**config.mk**
```make
export PLATFORM = sky130hd
export DESIGN_NAME = tjmono_readout_emu
export DESIGN_NICKNAME = d
export VERILOG_FILES = /design/src/rtl/tjmono_readout_emu.sv
export SDC_FILE = /design/constraint.sdc
export NUM_CORES = 1
export LEC_CHECK = 0
export BUFFER_PORTS_ARGS = -buffer_cell sky130_fd_sc_hd__buf_4
export CORE_ASPECT_RATIO = 1.5
export CORE_MARGIN = 2
export CORE_UTILIZATION = 55
export DETAILED_ROUTE_END_ITERATION = 12
export HOLD_SLACK_MARGIN = 0.03
export PLACE_DENSITY = 0.72
export SLEW_MARGIN = 5
export SYNTH_ARGS = -nofsm -noshare
export SYNTH_HDL_FRONTEND = slang
export SYNTH_SLANG_ARGS = --single-unit
```
**constraint.sdc**
```tcl
create_clock -name CLK -period 8.2 [get_ports CLK]
set_input_delay 1.64 -clock CLK [delete_from_list [all_inputs] [get_ports CLK]]
set_output_delay 1.64 -clock CLK [all_outputs]
set_load 0.05 [all_outputs]
```
**src/rtl/tjmono_readout_emu.sv**
```systemverilog
// Chip-side emulator of the TJ-Monopix matrix readout port: queues hits, raises TOKEN,
// and shifts one 27-bit word out on OUT (MSB first) per accepted READ edge.
module tjmono_readout_emu #(
  parameter int ADDR_BITS = 4
) (
  input  logic                 CLK,
  input  logic                 RST,
  input  logic                 HIT_WR,
  input  logic [5:0]           HIT_COL,
  input  logic [8:0]           HIT_ROW,
  input  logic [5:0]           HIT_LE,
  input  logic [5:0]           HIT_TE,
  output logic                 FULL,
  output logic [ADDR_BITS:0]   HIT_COUNT,
  input  logic                 FREEZE,
  input  logic                 READ,
  output logic                 TOKEN,
  output logic                 OUT,
  output logic                 BUSY,
  output logic [7:0]           LOST_CNT,
  output logic [7:0]           READ_ERR_CNT
);

  localparam int DEPTH = 1 << ADDR_BITS;
  localparam logic [ADDR_BITS:0]   FULL_CNT = {1'b1, {ADDR_BITS{1'b0}}};
  localparam logic [ADDR_BITS:0]   ONE_CNT  = {{ADDR_BITS{1'b0}}, 1'b1};
  localparam logic [ADDR_BITS-1:0] ONE_PTR  = {{(ADDR_BITS-1){1'b0}}, 1'b1};

  typedef enum logic {IDLE, SHIFT} state_t;

  logic [26:0]          mem [DEPTH];
  logic [ADDR_BITS-1:0] wr_ptr, rd_ptr;
  logic [ADDR_BITS:0]   count, count_next;
  logic [ADDR_BITS:0]   frz_cnt, frz_eff, frz_next;
  logic                 frz, read_d, token;
  logic [7:0]           lost_cnt, err_cnt;
  state_t               state, state_next;
  logic [4:0]           bit_cnt, bit_cnt_next;
  logic [26:0]          sreg, sreg_next;
  logic                 rd_edge, wr_ok, can_load, readable, pop;

  function automatic logic [7:0] sat_inc(input logic [7:0] v);
    return (v == 8'hFF) ? v : v + 8'd1;
  endfunction

  // On the edge FREEZE rises, the snapshot is the pre-edge count, so a same-cycle write is excluded.
  always_comb begin
    rd_edge    = READ & ~read_d;
    wr_ok      = HIT_WR & (count != FULL_CNT);
    frz_eff    = (FREEZE && !frz) ? count : frz_cnt;
    readable   = FREEZE ? (|frz_eff) : (|count);
    can_load   = (state == IDLE) || (bit_cnt == 5'd0);
    pop        = rd_edge & can_load & readable;
    count_next = count;
    if (wr_ok && !pop)
      count_next = count + ONE_CNT;
    else if (pop && !wr_ok)
      count_next = count - ONE_CNT;
    frz_next = '0;
    if (FREEZE)
      frz_next = pop ? (frz_eff - ONE_CNT) : frz_eff;
  end

  // Loading at bit 0 lets the next word follow with no idle gap.
  always_comb begin
    state_next   = state;
    bit_cnt_next = bit_cnt;
    sreg_next    = sreg;
    if (pop) begin
      state_next   = SHIFT;
      bit_cnt_next = 5'd26;
      sreg_next    = mem[rd_ptr];
    end else if (state == SHIFT) begin
      if (bit_cnt == 5'd0) begin
        state_next = IDLE;
      end else begin
        bit_cnt_next = bit_cnt - 5'd1;
        sreg_next    = {sreg[25:0], 1'b0};
      end
    end
  end

  always_ff @(posedge CLK) begin
    if (RST) begin
      state    <= IDLE;
      bit_cnt  <= 5'd0;
      wr_ptr   <= '0;
      rd_ptr   <= '0;
      count    <= '0;
      frz_cnt  <= '0;
      frz      <= 1'b0;
      read_d   <= 1'b0;
      token    <= 1'b0;
      lost_cnt <= 8'd0;
      err_cnt  <= 8'd0;
    end else begin
      state   <= state_next;
      bit_cnt <= bit_cnt_next;
      if (wr_ok)
        wr_ptr <= wr_ptr + ONE_PTR;
      if (pop)
        rd_ptr <= rd_ptr + ONE_PTR;
      count   <= count_next;
      frz_cnt <= frz_next;
      frz     <= FREEZE;
      read_d  <= READ;
      token   <= FREEZE ? (|frz_next) : (|count_next);
      if (HIT_WR && !wr_ok)
        lost_cnt <= sat_inc(lost_cnt);
      if (rd_edge && !pop)
        err_cnt <= sat_inc(err_cnt);
    end
  end

  always_ff @(posedge CLK) begin
    if (wr_ok)
      mem[wr_ptr] <= {HIT_COL, HIT_ROW, HIT_LE, HIT_TE};
    sreg <= sreg_next;
  end

  assign BUSY         = (state == SHIFT);
  assign OUT          = BUSY & sreg[26];
  assign FULL         = (count == FULL_CNT);
  assign HIT_COUNT    = count;
  assign TOKEN        = token;
  assign LOST_CNT     = lost_cnt;
  assign READ_ERR_CNT = err_cnt;

endmodule

```
# [After elaboration in Yosys (flattened, before gate mapping)]
# Memory sizes are Yosys's and may differ from the RTL's. A register that Yosys moved wholly into a read port is not among the register bits.
# Index checks and enable logic that the tools add are counted.
# W data, S select, Z words.
[word_totals] latchBits=0 output_inout_bits=25 mem_count=1 inputBits=32 mem_bits_ro=0 ramBits=432 regBits=70
[op_classes] n_bitwise=10 n_mul=0 add_sub_neg=8 n_lt_le_gt_ge=0 n_shift=0 mux=20 eq_ne=5 div=0 reduce_logical=20
[mem_list] name="mem" depth=16 word_bits=27 read_ports=1 rd_ports_with_merged_regs=1 wr=1 line_no="31" text="logic [26:0] mem [DEPTH];"
[ops] operator="$mux W27" n=3
[ops] operator="$mux W5" n=8
[ops] operator="$reduce_or A5 Y1" n=4
[ops] operator="$add A8 B1 Y8 const B" n=2
[ops] operator="$eq A8 B8 Y1 const B" n=2
[ops] operator="$sub A5 B1 Y5 const B" n=3
[ops] operator="$add A4 B1 Y4 const B" n=2
[ops] operator="$mux W4" n=2
[ops] operator="$reduce_and A2 Y1" n=4
[ops] operator="$mux W1" n=7
[ops] operator="$add A5 B1 Y5 const B" n=1
[ops] operator="$and A1 B1 Y1" n=5
[ops] operator="$eq A5 B5 Y1 const B" n=1
[ops] operator="$logic_and A1 B1 Y1" n=5
[ops] operator="$logic_not A5 Y1" n=1
[ops] operator="$ne A5 B5 Y1 const B" n=1
[ops] operator="$not A1 Y1" n=5
[ops] operator="$logic_not A1 Y1" n=3
[ops] operator="$ne A2 B2 Y1 const B" n=1
[ops] operator="$reduce_bool A2 Y1" n=1
[ops] operator="$reduce_or A2 Y1" n=1
[ops] operator="$logic_or A1 B1 Y1" n=1

# [Depth between registers and ports, before layout]
# Gate-level depths: netlist of the first run.
[logic_depth] ltp_word=11 depth_mapped=12 mapped_depth_nobuf=9

# [Least setup slack after synthesis of the first run]
# OpenSTA, ideal clock, no wires.
[synth_path] kind="input port to flip-flop" startpoint="input port HIT_WR" endpoint="memory mem[3][0], enable pin" required_ns=7.755 arrival_ns=4.096 n_path_buf=1 stages=4 setup_ns=0.445 setup_slack_ns=3.660 cell_sequence="nor2b_1 -> clkbuf_1 -> nand2_1 -> nor3_1"
[synth_between] elab_chain_cells=3
[synth_rtl] item="from (decl)" line_no="8" text="input logic HIT_WR,"
[synth_rtl] item="$and A1 B1 Y1" line_no="49" text="wr_ok = HIT_WR & (count != FULL_CNT);"
[synth_rtl] item="$mux W1" line_no="116" text="if (wr_ok)"
[synth_rtl] item="$mux W1 (implied by the code)" line_no="117" text="mem[wr_ptr] <= {HIT_COL, HIT_ROW, HIT_LE, HIT_TE};"
[synth_rtl] item="to (decl)" line_no="31"
# Every way passes these cells.

# [Final worst setup path of the first run]
[layout_path] startpoint="input port FREEZE" endpoint="register sreg[5], enable pin"
[layout_between] elab_chain_cells=7
[layout_rtl] item="from (decl)" line_no="15" text="input logic FREEZE,"
[layout_rtl] item="$logic_and A1 B1 Y1" line_no="50" text="frz_eff = (FREEZE && !frz) ? count : frz_cnt;"
[layout_rtl] item="$mux W5" line_no="50"
[layout_rtl] item="$reduce_or A5 Y1" line_no="51" text="readable = FREEZE ? (|frz_eff) : (|count);"
[layout_rtl] item="$mux W1 (*)" line_no="51"
[layout_rtl] item="$and A1 B1 Y1 (*)" line_no="53" text="pop = rd_edge & can_load & readable;"
[layout_rtl] item="$ne A2 B2 Y1 (no source line) or $reduce_bool A2 Y1 (tied branches)"
[layout_rtl] item="$reduce_and A2 Y1 (no source line) (*)"
[layout_rtl] item="to (signal assigned)" line_no="118" text="sreg <= sreg_next;"
[layout_rtl] item="to (decl)" line_no="39" text="logic [26:0] sreg, sreg_next;"
# Mark *: on every way between the ends. The rest lies on a longest branch, timed or not.
# A chain may end at the register's enable or synchronous reset.

==> results of run 1 <==
-- cell type report --
type,count,area share [%]
clock buffer,54,5.57
timing repair buffer,71,2.38
inverter,11,0.185
multi-input combinational,429,21.9
sequential,506,65.9
tap,478,2.67
clock inverter,29,1.42
-- sequential cells by signal, indices dropped and copies added, names as in the netlist, named ones only --
| signal | flops |
|---|---|
| LOST_CNT | 8 |
| mem | 432 |
| rd_ptr | 4 |
| HIT_COUNT | 5 |
| READ_ERR_CNT | 8 |
| frz | 1 |
| read_d | 1 |
| bit_cnt | 5 |
| wr_ptr | 4 |
| TOKEN | 1 |
| frz_cnt | 5 |
| sreg | 27 |
| BUSY | 1 |
-- Yosys cell counts (2+ instances only) --
cell | instances | share of area (%)
clkbuf_1 | 30 | 0.57
xnor2_1 | 14 | 0.62
nand4_1 | 11 | 0.35
nor4_1 | 3 | 0.095
mux4_2 | 135 | 15
mux2i_1 | 9 | 0.46
or3_1 | 3 | 0.095
nor2_1 | 49 | 0.93
a31oi_1 | 2 | 0.063
edfxtp_1 | 459 | 70
a21oi_1 | 15 | 0.38
and2_1 | 2 | 0.063
nor3_1 | 8 | 0.20
xor2_1 | 17 | 0.75
nand2_1 | 104 | 2.0
inv_1 | 11 | 0.21
buf_2 | 12 | 0.30
o31a_1 | 2 | 0.089
nand2b_1 | 5 | 0.16
a41oi_1 | 2 | 0.089
nand3_1 | 4 | 0.10
and3_1 | 6 | 0.19
buf_6 | 2 | 0.11
o21ai_0 | 2 | 0.051
ha_1 | 14 | 0.88
dfxtp_1 | 47 | 4.8
a311o_1 | 2 | 0.10
-- metrics by stage --
stage          cells  utilization, %  worst slack (ns)
3_5_place_dp    1495            58.2              3.83
2_1_floorplan    995               -              3.66
6_report        1578            62.6              4.41
4_1_cts         1578            62.6              4.42
3_3_place_gp    1495            58.2              3.97
5_1_grt         1578            62.6              4.14
-- worst register-to-register path, delay by kind of cell (launching register included) --
kind | cells | cell delay [ns]
adder cells (fa/ha/maj) | 1 | 0.25
AND/OR/NAND/NOR | 4 | 2.23
buffers and inverters | 1 | 0.17
flip-flops | 1 | 0.49
-- worst min-delay path by stage --
stage           startpoint          end  slack, ns  cells after the start
2_1_floorplan    rd_ptr[1]    flip-flop       0.48                      2
3_3_place_gp     rd_ptr[1]    flip-flop       0.49                      2
3_5_place_dp     rd_ptr[1]    flip-flop       0.50                      2
4_1_cts        LOST_CNT[7]  LOST_CNT[7]       0.51                      2
5_1_grt            sreg[6]      sreg[7]       0.54                      2
6_report       LOST_CNT[7]  LOST_CNT[7]       0.51                      2
-- power by group --
group	internal [mW]	total, mW	switching (mW)	leakage, nW
clock	1.28	2.19	0.915	0.777
sequential	2.96	3.05	0.0863	4.54
combinational	0.428	0.932	0.504	1.90
-- per-layer routing --
metal  global-route usage [%]  routed length (um)  up-vias
met5                        0                  15        -
li1                         -                   -     4122
met1                     26.7               14600     4909
met2                     37.3               20400      347
met4                     8.26                1380        2
met3                     3.52                2430       80
-- cell families after synthesis --
logic type	share of synthesized area, %
AO/OA/AOI/OAI	1.35
XOR/XNOR	1.37
adder cells (fa/ha/maj)	0.936
buffers and inverters	1.45
flip-flops	74.4
multiplexers	15.9
AND/OR/NAND/NOR	4.63
==> run summary, run 1 <==
The run finished with clean final reports. The sum of overflow across all layers after global routing is 0. The largest single stage delay on the critical path is 0.68 ns. For this run, the top clock speed supported by timing is 0.264 GHz. The post-route minimum period came out at 3.79 ns. Once layout is done, the placed cells without fillers occupy 22400 um2. The initial utilization of the core area, before any placement, comes to 55.4%. The type of element launching the critical path is an input port.

In this run the cell area measured after placement is 20800 um2. The worst hold slack across all endpoints is 0.508 ns. The final cycle utilization of the critical path is 46.2%.

Clock tree synthesis selected as its root buffer the cell clkbuf_16. Entering global routing, the biggest net connects 63 pins. The reported max-cap violation count is 0. TritonCTS built the clock tree. The setup total negative slack is 0 ns. The insertion delay of the later-clocked pin in the worst-skew pair came out at 0.56 ns.

The category of the worst setup path capture point is a flip-flop. The number of failing hold endpoints at the final stage is 0. The number of placement rows is 85. The number of clock buffers inserted by TritonCTS is 45.

Once detail routing completed, the nets flagged for antenna violations numbered 0. The startpoint identified for the worst register-to-register timing path is HIT_COUNT[0]. The path class of the tightest hold or removal check is reg -> reg.

Counting both buffers and inverters, the worst setup path holds a total of 1. The post-DP HPWL is 20900 um. The tree built by TritonCTS fans out to 506 sinks. The area growth from synthesis to layout is 13.0%. The ratio of routed vias to standard cells came out at 5.99. The region available for standard cell placement spans 35700 um2. When the netlist entered floorplanning its net count stood at 1041. The total count of max-transition violations in the final report is 0. The number of remaining DRC errors came out at 0. The transition time at the pin with the least slew margin came out at 1.18 ns.

The count of inserted antenna diode cells came out at 0. Clock-pin slew was measured on the worst setup and hold paths at 0.07 ns. The total number of H-tree levels is 2. The library cells used most frequently in the layout, excluding fill and tap cells, are 459 x edfxtp_1, 135 x mux4_2, 104 x nand2_1. Headroom to the max-slew limit came out at 21.5%.

The worst setup path is of the in -> reg kind. The flip-flop cell with the highest count after synthesis is edfxtp_1. The critical path starts at FREEZE. The data required time at the worst endpoint is 8.22 ns. Counting the fill cells in the layout gives 2471.

In this run, synthesis inferred 459 flip-flops with an integrated enable. The first-pass iteration count of the detailed router came out at 5. The last weighted congestion value of the routability-driven placer came out at 0.785.

The die boundary height is 236 um. The number of gates on the worst path with buffers counted came out at 8. The number of buffers inserted by post-CTS setup repair came out at 0.

The via count is 9460. The data arrival time of the critical path came out at 3.81 ns. Leaving out fill and tap cells, the most frequent cell in the layout is edfxtp_1. The number of design-rule violations left by the first detailed-router iteration came out at 907.

On the critical path, the stage with the largest delay is an instance of nand2_1. The floorplan die area came out at 37600 um2. The number of nets in the layout came out at 1110. The total power per unit cell area came out at 276 nW/um2. The number of I/O port buffers is 56. The largest fanout on the critical path came out at 27.

The number of flip-flops and latches in the synthesized netlist is 506. The most critical setup path has its endpoint at sreg[5]. Setup repair after global routing left no endpoint under its margin.

Of the cells placed in the final design, the portion with a size suffix greater than 1 is 27.9%. In this run the horizontal extent of the chip is 159 um. The top-level port count is 57. The static leakage came out at 7.22 nW. The critical path goes through buf_4, nand2b_1, nor2_1, a21oi_1, ha_1, nand4b_4, nand2_1, nand2_1.

The warning count from the yosys run is 0. The final worst clock skew came out at 0.0239 ns. The worst register-to-register path has a depth of 6. The number of gates resized after cts is 0.

The area of the multi-input gates came out at 4890 um2. The total of endpoints with negative setup slack in the final report is 0. The initial antenna violation count came out at 1. The total wirelength of the detailed-routed design came out at 38700 um. In the final routed layout, each cell accounts on average for 24.6 um.

The sequential share of the synthesized area is 74.4%. Counting every instance in the synthesized netlist gives 995. The cell type with the highest occurrence count on the critical path is nand2_1. The sequential cell area is 14700 um2. The first global-routing pass estimated 59500 um of wire. Grouping stages by cell kind, the critical path spends the most delay in simple AND/OR/NAND/NOR gates. The overall power is 6.18 mW. Across the VDD grid, the largest voltage drop is 0.000154 V. The worst-case register-to-register setup slack came out at 4.67 ns. The worst register-to-register path ends at mem[15][11]. The share of flip-flops with an asynchronous set or reset after synthesis came out at 0%.

The post-synth design cell area is 19800 um2. The number of global-route vias before repair is 9831. The number of hold buffers added after CTS was 0. The average size of a mapped cell came out at 19.9 um2. The post-synthesis cell type count came out at 52. The overall fraction of global-route tracks in use came out at 21.2%. The maximum number of buffers from clock root to sink is 3.
No activity file was read; power rests on OpenSTA's default activity.
==> run 2, diff against run 1 <==
- ABC_AREA: default -> 1
- PLACE_DENSITY: 0.72 -> 0.74
- clock period: 8.2 -> 3.05 ns (I/O delays scaled with it)
==> run summary, run 2 <==
Leaving out fill and tap cells, the most frequent cell in the layout is edfxtp_1. More flip-flops sit in one register than any other, and that register is mem. The post-synthesis cell type count came to 39 (-25%).

The post-CTS clock slew at the launch and capture registers of the worst setup and hold paths is 0.07 ns (about the same). The average size of a mapped cell is 12.5 um2 (-37%). The share of flip-flops with an asynchronous set or reset after synthesis is 0% (unchanged). Setup repair after global routing left no endpoint under its margin. The utilization after layout came to 62.6% (about the same).

The number of remaining DRC errors came out at 0 (unchanged). The layout overhead on the synthesized area was 13.0% (about the same). The width of the die came to 161 um (+1.0%).

The residual antenna-violating net count after detailed routing came to 0 (unchanged). The initial core utilization is 55.4% (about the same). The flow ran to the end, and the final reports show no timing, DRC or antenna violations. Summed over all instances, the cell type with the most area after synthesis is edfxtp_1. The count of inserted antenna diode cells is 0 (unchanged).

The final cycle utilization of the critical path came out at 79.3%. The worst hold path class is in -> reg. The top achievable clock speed came out at 0.413 GHz.

The category of the worst setup path capture point is a flip-flop. The core area came out at 36500 um2 (+2.1%). TritonCTS built the clock tree.

The normalized max-slew margin is 34.2% (+13 points). The post-synthesis net count came to 1659 (+59%). The transition time at the pin with the least slew margin is 0.986 ns (-0.189 ns). The post-route minimum period came out at 2.42 ns.

The sequential share of the synthesized area came out at 72.8% (-1.5 points). The warning count from the yosys run is 0 (unchanged). The last weighted congestion value of the routability-driven placer is 0.876 (+12%).

The number of design-rule violations left by the first detailed-router iteration came out at 1410 (+55%). The sequential cell area came out at 14700 um2 (about the same). The share of post-route cells with drive strength above 1 is 12.2% (-16 points).

The total number of H-tree levels came to 2 (unchanged). The first-pass iteration count of the detailed router is 5 (unchanged). The final worst clock skew is 0.0145 ns (-0.00939 ns). The total of endpoints with negative setup slack in the final report came out at 0 (unchanged). Leaving out fill and tap cells, the most frequent cells in the layout are 459 x edfxtp_1, 313 x nor2_1, 248 x o21ai_0.

The insertion delay of the later-clocked pin in the worst-skew pair came out at 0.55 ns (about the same). The instance count along the most critical hold path was 3 (+1). The clock sink total is 506 (unchanged).

The pin count of the biggest net entering global routing is 217 (+240%). The number of flip-flops and latches in the synthesized netlist is 506 (unchanged). The final setup slack of the worst path came out at 0.630 ns (-3.78 ns). The number of nets in the layout came out at 1704 (+54%). The top-level port count is 57 (unchanged). Ranked by total cell area, the synthesized netlist is headed by edfxtp_1 68%, o21ai_0 6.1%, nor2_1 6.1%.

The number of buffers inserted by post-CTS setup repair is 0 (unchanged). The root buffer cell chosen for the clock tree is clkbuf_16. STA classifies the critical path startpoint as a flip-flop. The post-DP HPWL is 25100 um (+20%). The ratio of routed vias to standard cells is 6.12 (+2.1%).

The overall fraction of global-route tracks in use came out at 24.6% (+3.3 points). The final cell area excluding filler cells came to 22800 um2 (+2.1%). The startpoint of the tightest hold check path is READ. Among all flip-flop cells after synthesis, the most frequent one is edfxtp_1. The worst setup path category is reg -> reg. The data required time at the worst endpoint was 3.26 ns (-4.96 ns). The post-synth design cell area came to 20200 um2 (+2.1%). The maximum number of buffers from clock root to sink is 3 (unchanged). The via count came out at 13300 (+41%).

The static leakage came out at 7.69 nW (+6.6%). The average wire per cell in the routed design came to 21.6 um (-12%). The initial antenna violation count came to 0 (-1). The reported max-cap violation count is 0 (unchanged). The largest fanout on the critical path is 16 (-41%). The total count of max-transition violations in the final report is 0 (unchanged). The number of gates resized after cts is 0 (unchanged). The number of placement rows was 86 (+1.2%). The maximum vdd drop came out at 0.000578 V (+280%). The die boundary height is 239 um (+1.0%). The setup total negative slack came out at 0 ns (unchanged).

The number of flops mapped to enable cells by yosys is 459 (unchanged). The cell count after synthesis came out at 1613 (+62%). Ranked by instance count, the synthesized netlist is headed by 459 x edfxtp_1, 329 x nor2_1, 248 x o21ai_0, 83 x nand2_1, 79 x o221ai_1. The number of failing hold endpoints at the final stage is 0 (unchanged).

The number of global-route vias before repair is 13200 (+34%). The quantity of hold-fixing buffers added after cts came out at 0 (unchanged). The largest registers in the layout are mem x432, sreg x27. The worst setup timing slack at the placement stage came out at 0.417 ns (-3.41 ns). The cell area after placement was 21500 um2 (+3.2%).

The number of clock buffers inserted by TritonCTS came out at 45 (unchanged). The startpoint of the most critical register-to-register path is HIT_COUNT[0]. The most critical setup path has its startpoint at HIT_COUNT[0]. The sum of overflow across all layers after global routing came out at 0 (unchanged). The most common cell in the synthesized netlist is edfxtp_1. The number of flip-flops under the largest register name came out at 432 (unchanged). The number of inserted filler cells in the final layout is 2616 (+5.9%). The floorplan die area is 38300 um2 (+2.1%).

The area of the multi-input gates was 4960 um2 (+1.4%). The first-pass GRT wire length is 71900 um (+21%). The total wirelength of the detailed-routed design was 47000 um (+21%). The number of I/O port buffers is 56 (unchanged).

The area share of the largest cell type after synthesis is 68.2% (-1.4 points). The data arrival time of the critical path is 2.63 ns (-1.18 ns). The path depth of the worst reg2reg path came to 8 (+2). The total power per unit cell area came out at 713 nW/um2 (+160%).
==> run 2: cell types whose count changed in the layout (fill, tap and decap cells not counted), sizes merged, moves of 26 or more <==
| cell | previous run | this run |
|---|---|---|
| buf | 71 | 97 |
| mux4 | 135 | 0 |
| nand3 | 4 | 80 |
| inv | 15 | 54 |
| nor2 | 49 | 333 |
| o21ai | 3 | 249 |
| o22ai | 0 | 29 |
| o221ai | 0 | 79 |
==> run 2: cell type report <==
class	count	share of cell area, %
flip-flops and latches	506	64.5
multi-input cells	951	21.7
clock buffers	52	5.05
repair buffers	97	4.12
well taps	484	2.65
clock inverters	27	0.997
inverters	57	0.964
==> run 2: stage by stage <==
stage          instances  total power, mW  hold slack [ns]
2_1_floorplan       1613             10.1            0.460
3_3_place_gp        2095             10.9            0.475
3_5_place_dp        2095             11.0            0.486
4_1_cts             2174             16.3            0.273
5_1_grt             2174             16.9            0.304
6_report            2174             16.3            0.291
==> run 2: per-layer routing <==
metal	vias up	share of wire, %	wire (um)	global-route usage (%)
li1	6025	-	-	-
met1	6502	36	17100	29.0
met2	641	53	24800	44.9
met3	143	7.1	3330	3.05
met4	0	3.8	1780	11.0
met5	-	0	0	0
==> run 2: final timing paths <==
kind / to / slack [ns]
max: mem[11][9] / 0.63
min reg2reg: READ_ERR_CNT[4] / 0.49
min: read_d / 0.29
max reg2reg: mem[11][9] / 0.63
==> run 2: logic make-up after synthesis <==
| group | count (synthesis) | share of synthesized area [%] |
|---|---|---|
| and+or+nand+nor | 521 | 10.7 |
| AOI/OAI and AO/OA | 409 | 12.0 |
| buffers and inverters | 156 | 3.24 |
| DFF | 506 | 72.8 |
| xor gates and xnor gates | 7 | 0.303 |
| adders and majority gates | 14 | 0.867 |
==> run 2: power breakdown <==
group,switching (mW),total (mW),internal [mW]
Sequential,0.162,8.14,7.97
Clock,2.40,5.37,2.97
Combinational,1.94,2.78,0.844
Total,4.50,16.3,11.8
==> run 2: critical path: stages, from the launching register on <==
cell and delay (ns):
dfxtp_1 0.40, inv_1 0.14, ha_1 0.24, nand3_1 0.14, nand2_1 0.10, inv_2 0.18
nand2_1 0.32, nor2_4 0.18, buf_4 0.35
